File: src/rtl/fmul_pipe.sv
// Three-stage pipelined FP multiplier (classify/multiply, normalise/round, exponent/pack); latency 3, 1/cycle.
// Backpressure: all stages hold while out_valid & !out_ready; in_ready mirrors the shared advance enable.
module fmul_pipe #(
  parameter int EXP_W = 8,
  parameter int MAN_W = 23,
  parameter bit RNE   = 1'b1,
  localparam int W    = 1 + EXP_W + MAN_W
) (
  input  logic         clk,
  input  logic         rstn,
  input  logic         in_valid,
  output logic         in_ready,
  input  logic [W-1:0] in_a,
  input  logic [W-1:0] in_b,
  output logic         out_valid,
  input  logic         out_ready,
  output logic [W-1:0] out_y,
  output logic [2:0]   out_flags
);

  localparam int PW = 2*MAN_W + 2;
  localparam logic [EXP_W-1:0] EMAX   = '1;
  localparam logic [EXP_W+1:0] BIAS_X = (EXP_W+2)'((1 << (EXP_W-1)) - 1);
  localparam logic [1:0] K_FIN = 2'd0, K_NAN = 2'd1, K_INF = 2'd2, K_ZERO = 2'd3;

  logic             r1_vld, r2_vld, r3_vld;
  logic             r1_sign, r2_sign;
  logic [1:0]       r1_kind, r2_kind;
  logic [EXP_W:0]   r1_esum, r2_esum;
  logic [PW-1:0]    r1_prod;
  logic [MAN_W-1:0] r2_man;
  logic [1:0]       r2_adj;
  logic [W-1:0]     r3_y;
  logic [2:0]       r3_flags;

  logic w_en;
  assign w_en      = !r3_vld || out_ready;
  assign in_ready  = w_en;
  assign out_valid = r3_vld;
  assign out_y     = r3_y;
  assign out_flags = r3_flags;

  // Stage 1: classify operands and form the full mantissa product.
  logic [EXP_W-1:0] w_ea, w_eb;
  logic [MAN_W-1:0] w_ma, w_mb;
  logic             w_za, w_zb, w_ia, w_ib, w_na, w_nb;
  logic [1:0]       w_kind;
  logic [PW-1:0]    w_prod;
  logic [EXP_W:0]   w_esum;

  assign w_ea   = in_a[W-2:MAN_W];
  assign w_eb   = in_b[W-2:MAN_W];
  assign w_ma   = in_a[MAN_W-1:0];
  assign w_mb   = in_b[MAN_W-1:0];
  assign w_za   = (w_ea == '0);
  assign w_zb   = (w_eb == '0);
  assign w_ia   = (w_ea == EMAX) && (w_ma == '0);
  assign w_ib   = (w_eb == EMAX) && (w_mb == '0);
  assign w_na   = (w_ea == EMAX) && (w_ma != '0);
  assign w_nb   = (w_eb == EMAX) && (w_mb != '0);
  assign w_prod = PW'({1'b1, w_ma}) * PW'({1'b1, w_mb});
  assign w_esum = {1'b0, w_ea} + {1'b0, w_eb};

  always_comb begin
    w_kind = K_FIN;
    if (w_na || w_nb || (w_ia && w_zb) || (w_za && w_ib)) w_kind = K_NAN;
    else if (w_ia || w_ib)                                 w_kind = K_INF;
    else if (w_za || w_zb)                                 w_kind = K_ZERO;
  end

  always_ff @(posedge clk or negedge rstn) begin
    if (!rstn) begin
      r1_vld  <= 1'b0;
      r1_sign <= 1'b0;
      r1_kind <= K_FIN;
      r1_esum <= '0;
      r1_prod <= '0;
    end else if (w_en) begin
      r1_vld  <= in_valid;
      r1_sign <= in_a[W-1] ^ in_b[W-1];
      r1_kind <= w_kind;
      r1_esum <= w_esum;
      r1_prod <= w_prod;
    end
  end

  // Stage 2: left-justify so the kept field, guard and sticky sit at fixed positions.
  logic             w_a;
  logic [2*MAN_W:0] w_norm;
  logic [MAN_W-1:0] w_kept;
  logic             w_guard, w_sticky, w_inc;
  logic [MAN_W:0]   w_rnd;

  assign w_a      = r1_prod[PW-1];
  assign w_norm   = w_a ? r1_prod[2*MAN_W:0] : {r1_prod[2*MAN_W-1:0], 1'b0};
  assign w_kept   = w_norm[2*MAN_W:MAN_W+1];
  assign w_guard  = w_norm[MAN_W];
  assign w_sticky = |w_norm[MAN_W-1:0];
  assign w_inc    = RNE && w_guard && (w_sticky || w_kept[0]);
  assign w_rnd    = {1'b0, w_kept} + (MAN_W+1)'(w_inc);

  always_ff @(posedge clk or negedge rstn) begin
    if (!rstn) begin
      r2_vld  <= 1'b0;
      r2_sign <= 1'b0;
      r2_kind <= K_FIN;
      r2_esum <= '0;
      r2_man  <= '0;
      r2_adj  <= '0;
    end else if (w_en) begin
      r2_vld  <= r1_vld;
      r2_sign <= r1_sign;
      r2_kind <= r1_kind;
      r2_esum <= r1_esum;
      r2_man  <= w_rnd[MAN_W-1:0];
      r2_adj  <= 2'(w_a) + 2'(w_rnd[MAN_W]);
    end
  end

  // Stage 3: biased exponent with range checks, then special-case override.
  logic [EXP_W+1:0] w_ey;
  logic             w_of, w_uf;
  logic [W-1:0]     w_y;
  logic [2:0]       w_flags;

  assign w_ey = {1'b0, r2_esum} + (EXP_W+2)'(r2_adj) - BIAS_X;
  assign w_of = !w_ey[EXP_W+1] && (w_ey >= {2'b00, EMAX});
  assign w_uf = w_ey[EXP_W+1] || (w_ey == '0);

  always_comb begin
    w_y     = {r2_sign, w_ey[EXP_W-1:0], r2_man};
    w_flags = 3'b000;
    case (r2_kind)
      K_NAN: begin
        w_y     = {1'b0, EMAX, 1'b1, {(MAN_W-1){1'b0}}};
        w_flags = 3'b100;
      end
      K_INF:  w_y = {r2_sign, EMAX, {MAN_W{1'b0}}};
      K_ZERO: w_y = {r2_sign, {(W-1){1'b0}}};
      default: begin
        if (w_of) begin
          w_y     = {r2_sign, EMAX, {MAN_W{1'b0}}};
          w_flags = 3'b010;
        end else if (w_uf) begin
          w_y     = {r2_sign, {(W-1){1'b0}}};
          w_flags = 3'b001;
        end
      end
    endcase
  end

  always_ff @(posedge clk or negedge rstn) begin
    if (!rstn) begin
      r3_vld   <= 1'b0;
      r3_y     <= '0;
      r3_flags <= 3'b000;
    end else if (w_en) begin
      r3_vld   <= r2_vld;
      r3_y     <= w_y;
      r3_flags <= r2_vld ? w_flags : 3'b000;
    end
  end

endmodule

File: config.mk
export PLATFORM = sky130hd
export DESIGN_NAME = fmul_pipe
export DESIGN_NICKNAME = d
export VERILOG_FILES = /design/src/rtl/fmul_pipe.sv
export SDC_FILE = /design/constraint.sdc
export NUM_CORES = 2
export LEC_CHECK = 0
export ABC_AREA = 1
export CORE_AREA = 2 2 241 243
export DETAILED_ROUTE_END_ITERATION = 10
export DIE_AREA = 0 0 243 245
export PLACE_DENSITY = 0.68
export RECOVER_POWER = 100
export SLEW_MARGIN = 0
export SYNTH_ARGS = -nofsm -noshare
export SYNTH_HDL_FRONTEND = slang
export SYNTH_SLANG_ARGS = --single-unit
File: constraint.sdc
create_clock -name clk -period 1.95 [get_ports clk]
set_input_delay 0.39 -clock clk [delete_from_list [all_inputs] [get_ports clk]]
set_output_delay 0.39 -clock clk [all_outputs]
set_load 0.005 [all_outputs]
==> flow_metrics.tcl <==
set metrics [dict create \
    ctsHtreeMaxLevel 4 \
    grtUsageTotal 0.3000 \
    synth-edff-count 0 \
    grt_max_degree 60 \
    gp_congestion 0.9278 \
    cts_sinks 135 \
    yosys-top-cells-count "nand2_1 (1037), inv_1 (1021), fa_1 (484)" \
    maxClockFrequency_mhz 167.5 \
    cp-start-kind "primary input" \
    ant_nets 0 \
    synth_cell_types 47 \
    critical_path_arrival_ns 6.28 \
    root_buffer "clkbuf_16" \
    final_nets 4961 \
    hold_class "primary input to register" \
    ys.warnings.count 0 \
    overflow 0 \
    synth-async-reset-ratio 1.000 \
    synthToLayoutAreaGrowth_pct 44.07 \
    yosysMostFrequentCell "nand2_1" \
    finClkSkew_ns 0.01311 \
    critPathBufInv 9 \
    syn_area_um2 27100 \
    cp_top_family "adder cells" \
    floorplan.initialDensity 0.4751 \
    post_drt_wl_per_cell_um 18.94 \
    maxSlewViolCount 0 \
    rows 88 \
    slew_headroom 0.4228 \
    critPathRequiredTime_ns 2.26 \
    vias 26430 \
    path_common_cell "fa_1" \
    core_um2 57030 \
    dieHeight_um 245 \
    cts_tree "yes" \
    worst_pin_slew_ns 0.8659 \
    antenna_found_initial 1 \
    worstSkewPairLatency_ns 0.42 \
    route.detailed.drc 0 \
    wl_um 94640 \
    grt_setup_unrepaired "yes" \
    syn-num-nets 4357 \
    violations "negative setup slack" \
    hold_viol 0 \
    critPathCaptureType "register" \
    io_pins 105 \
    avgSynthCellArea_um2 7.495 \
    synth_seq_cells 135 \
    grt_pass1_vias 27290 \
    yosysSeqAreaShare 0.1247 \
    clk_pin_slew_ns 0.06 \
    synth-main-ff-cell "dfrtp_1" \
    drt-vias-per-instance 5.288 \
    post-dp-hpwl_um 60740 \
    numCtsBuffers 17 \
    port_buffers 104 \
    grt_first_pass_wirelength_um 140900 \
    setup_viol_count_final 91 \
    worst_slack_ns -4.020 \
    dp_cells 4728 \
    clock_path_buffers 2 \
    fin_crit_sh 3.062 \
    slowest_delay_ns 0.61 \
    path_max_fanout 4 \
    drt_iter0_markers 2112 \
    fin_util 0.6844 \
    fin_cells 4998 \
    worst_path_max_delay_cell "fa_2" \
    yosysTopAreaCell "fa_1" \
    criticalPathCategory "primary input to register" \
    synth_area_leaders "fa_1 (36%), nand2_1 (14%), inv_1 (14%)" \
    max_cap_violations 0 \
    syn_inst 3615 \
    final.min_clock_period_ns 5.970 \
    first_pass_iters 6 \
    status "complete, but fails checks" \
    dieArea_um2 59540 \
    die_x_um 243 \
    synth_top_cell_area_share 0.3576 \
    drive_above_1_share 0.3310 \
]
## layout by cell type (no fill, tap or decap), types with 8 or more instances in the layout
master / synthesis / final
a21oi_1: 70 / 34
a21oi_2: 0 / 14
a21oi_4: 0 / 22
buf_12: 0 / 89
buf_16: 0 / 19
buf_2: 4 / 8
buf_4: 2 / 387
buf_6: 4 / 125
buf_8: 0 / 14
bufbuf_16: 0 / 9
clkbuf_16: 0 / 21
clkdlybuf4s50_1: 0 / 54
dfrtp_1: 135 / 134
fa_1: 484 / 438
fa_2: 0 / 46
ha_1: 190 / 135
ha_4: 0 / 49
inv_1: 1021 / 852
inv_2: 5 / 171
nand2_1: 1037 / 848
nand2_2: 6 / 132
nand2_4: 3 / 56
nand2_8: 0 / 10
nand3_1: 87 / 54
nand3_2: 1 / 29
nand3b_1: 15 / 15
nand4_1: 34 / 34
nor2_1: 119 / 79
nor2_2: 8 / 17
nor2_4: 6 / 37
nor3_1: 19 / 9
nor3_4: 0 / 9
nor4_1: 14 / 11
o21ai_0: 115 / 47
o21ai_1: 14 / 35
o21ai_2: 11 / 36
o21ai_4: 1 / 23
or2_2: 14 / 10
xor2_1: 16 / 12
## area by class of cell
type | instances | area [um2]
clock buffer | 18 | 429.2
multi-input combinational | 2314 | 22320
fill | 4072 | 18000
clock inverter | 14 | 166.4
sequential | 135 | 3379
inverter | 1028 | 3870
timing repair buffer | 723 | 7911
antenna | 1 | 2.502
tap | 765 | 957.2
## worst reg2reg max path: stages, from the launching register on
cell       delay (ns)
dfrtp_1          0.37
inv_2            0.05
ha_4             0.16
fa_2             0.38
nor2_4           0.17
nand2_2          0.09
nand2_4          0.08
nand3_2          0.06
nor2_2           0.12
nand3_2          0.11
nand2_2          0.12
inv_2            0.04
nand4_1          0.08
buf_6            0.17
clkbuf_16        0.17
o21ai_2          0.06
## flip-flops by register name, summed over array words and instances, names as in the netlist
signal and count:
r1_prod 48, out_y 32, r2_man 23, r1_esum 9
r2_esum 9, out_flags 3, r1_kind 2, r2_adj 2
r2_kind 2, out_valid 1, r1_sign 1, r1_vld 1
r2_sign 1, r2_vld 1
## kinds of logic after synthesis
group | synth area share
xor+xnor | 0.01034
fa+ha+maj | 0.4453
compound gates | 0.04729
simple gates | 0.2092
flops | 0.1247
buf+inv | 0.1632
## final timing paths
| path | from | end | slack [ns] | depth (start not counted) |
|---|---|---|---|---|
| setup / recovery | in_a[5] | r1_prod[32] | -4.02 | 25 |
| hold / removal | in_a[23] | r1_esum[0] | 0.44 | 4 |
| setup reg to reg | r2_esum[0] | out_y[5] | -0.38 | 15 |
| hold reg to reg | r1_sign | r2_sign | 0.47 | 2 |
| max in group asynchronous | rstn | r1_prod[2] | 0.31 | 3 |
| min in group asynchronous | rstn | out_y[28] | 0.60 | 2 |
## per-layer routing
layer  GRT usage  up-vias  routed length [um]
met2      0.5081     1400               45280
met3     0.05828      517                8314
met5           0        -                   0
li1            -    11660                   -
met1      0.3626    12850               34510
met4      0.1606        0                6533
## stage by stage
stage / setup TNS [ns] / hold slack (ns) / area [um2] / setup slack [ns]
floorplan: -143.49 / 0.09441 / 28470 / -3.683
global placement: -199.68 / 0.2942 / 33200 / -4.681
detailed placement: -202.09 / 0.2928 / 33200 / -4.701
CTS: -153.47 / 0.4182 / 37140 / -3.742
global route: -178.30 / 0.4576 / 39030 / -4.138
finish: -166.58 / 0.4401 / 39040 / -4.020
## timing repair
item	CTS	global route
gates cloned	30	7
resized for setup	619	457
endpoints found under the setup margin	95	101
pin swaps	252	263
buffers inserted	133	86
hold buffers	1	0
endpoints found under the hold margin	29	0
Power is left out: the tool's default activity adds up to more than one toggle a clock period on the data nets, which glitch-free logic cannot reach.
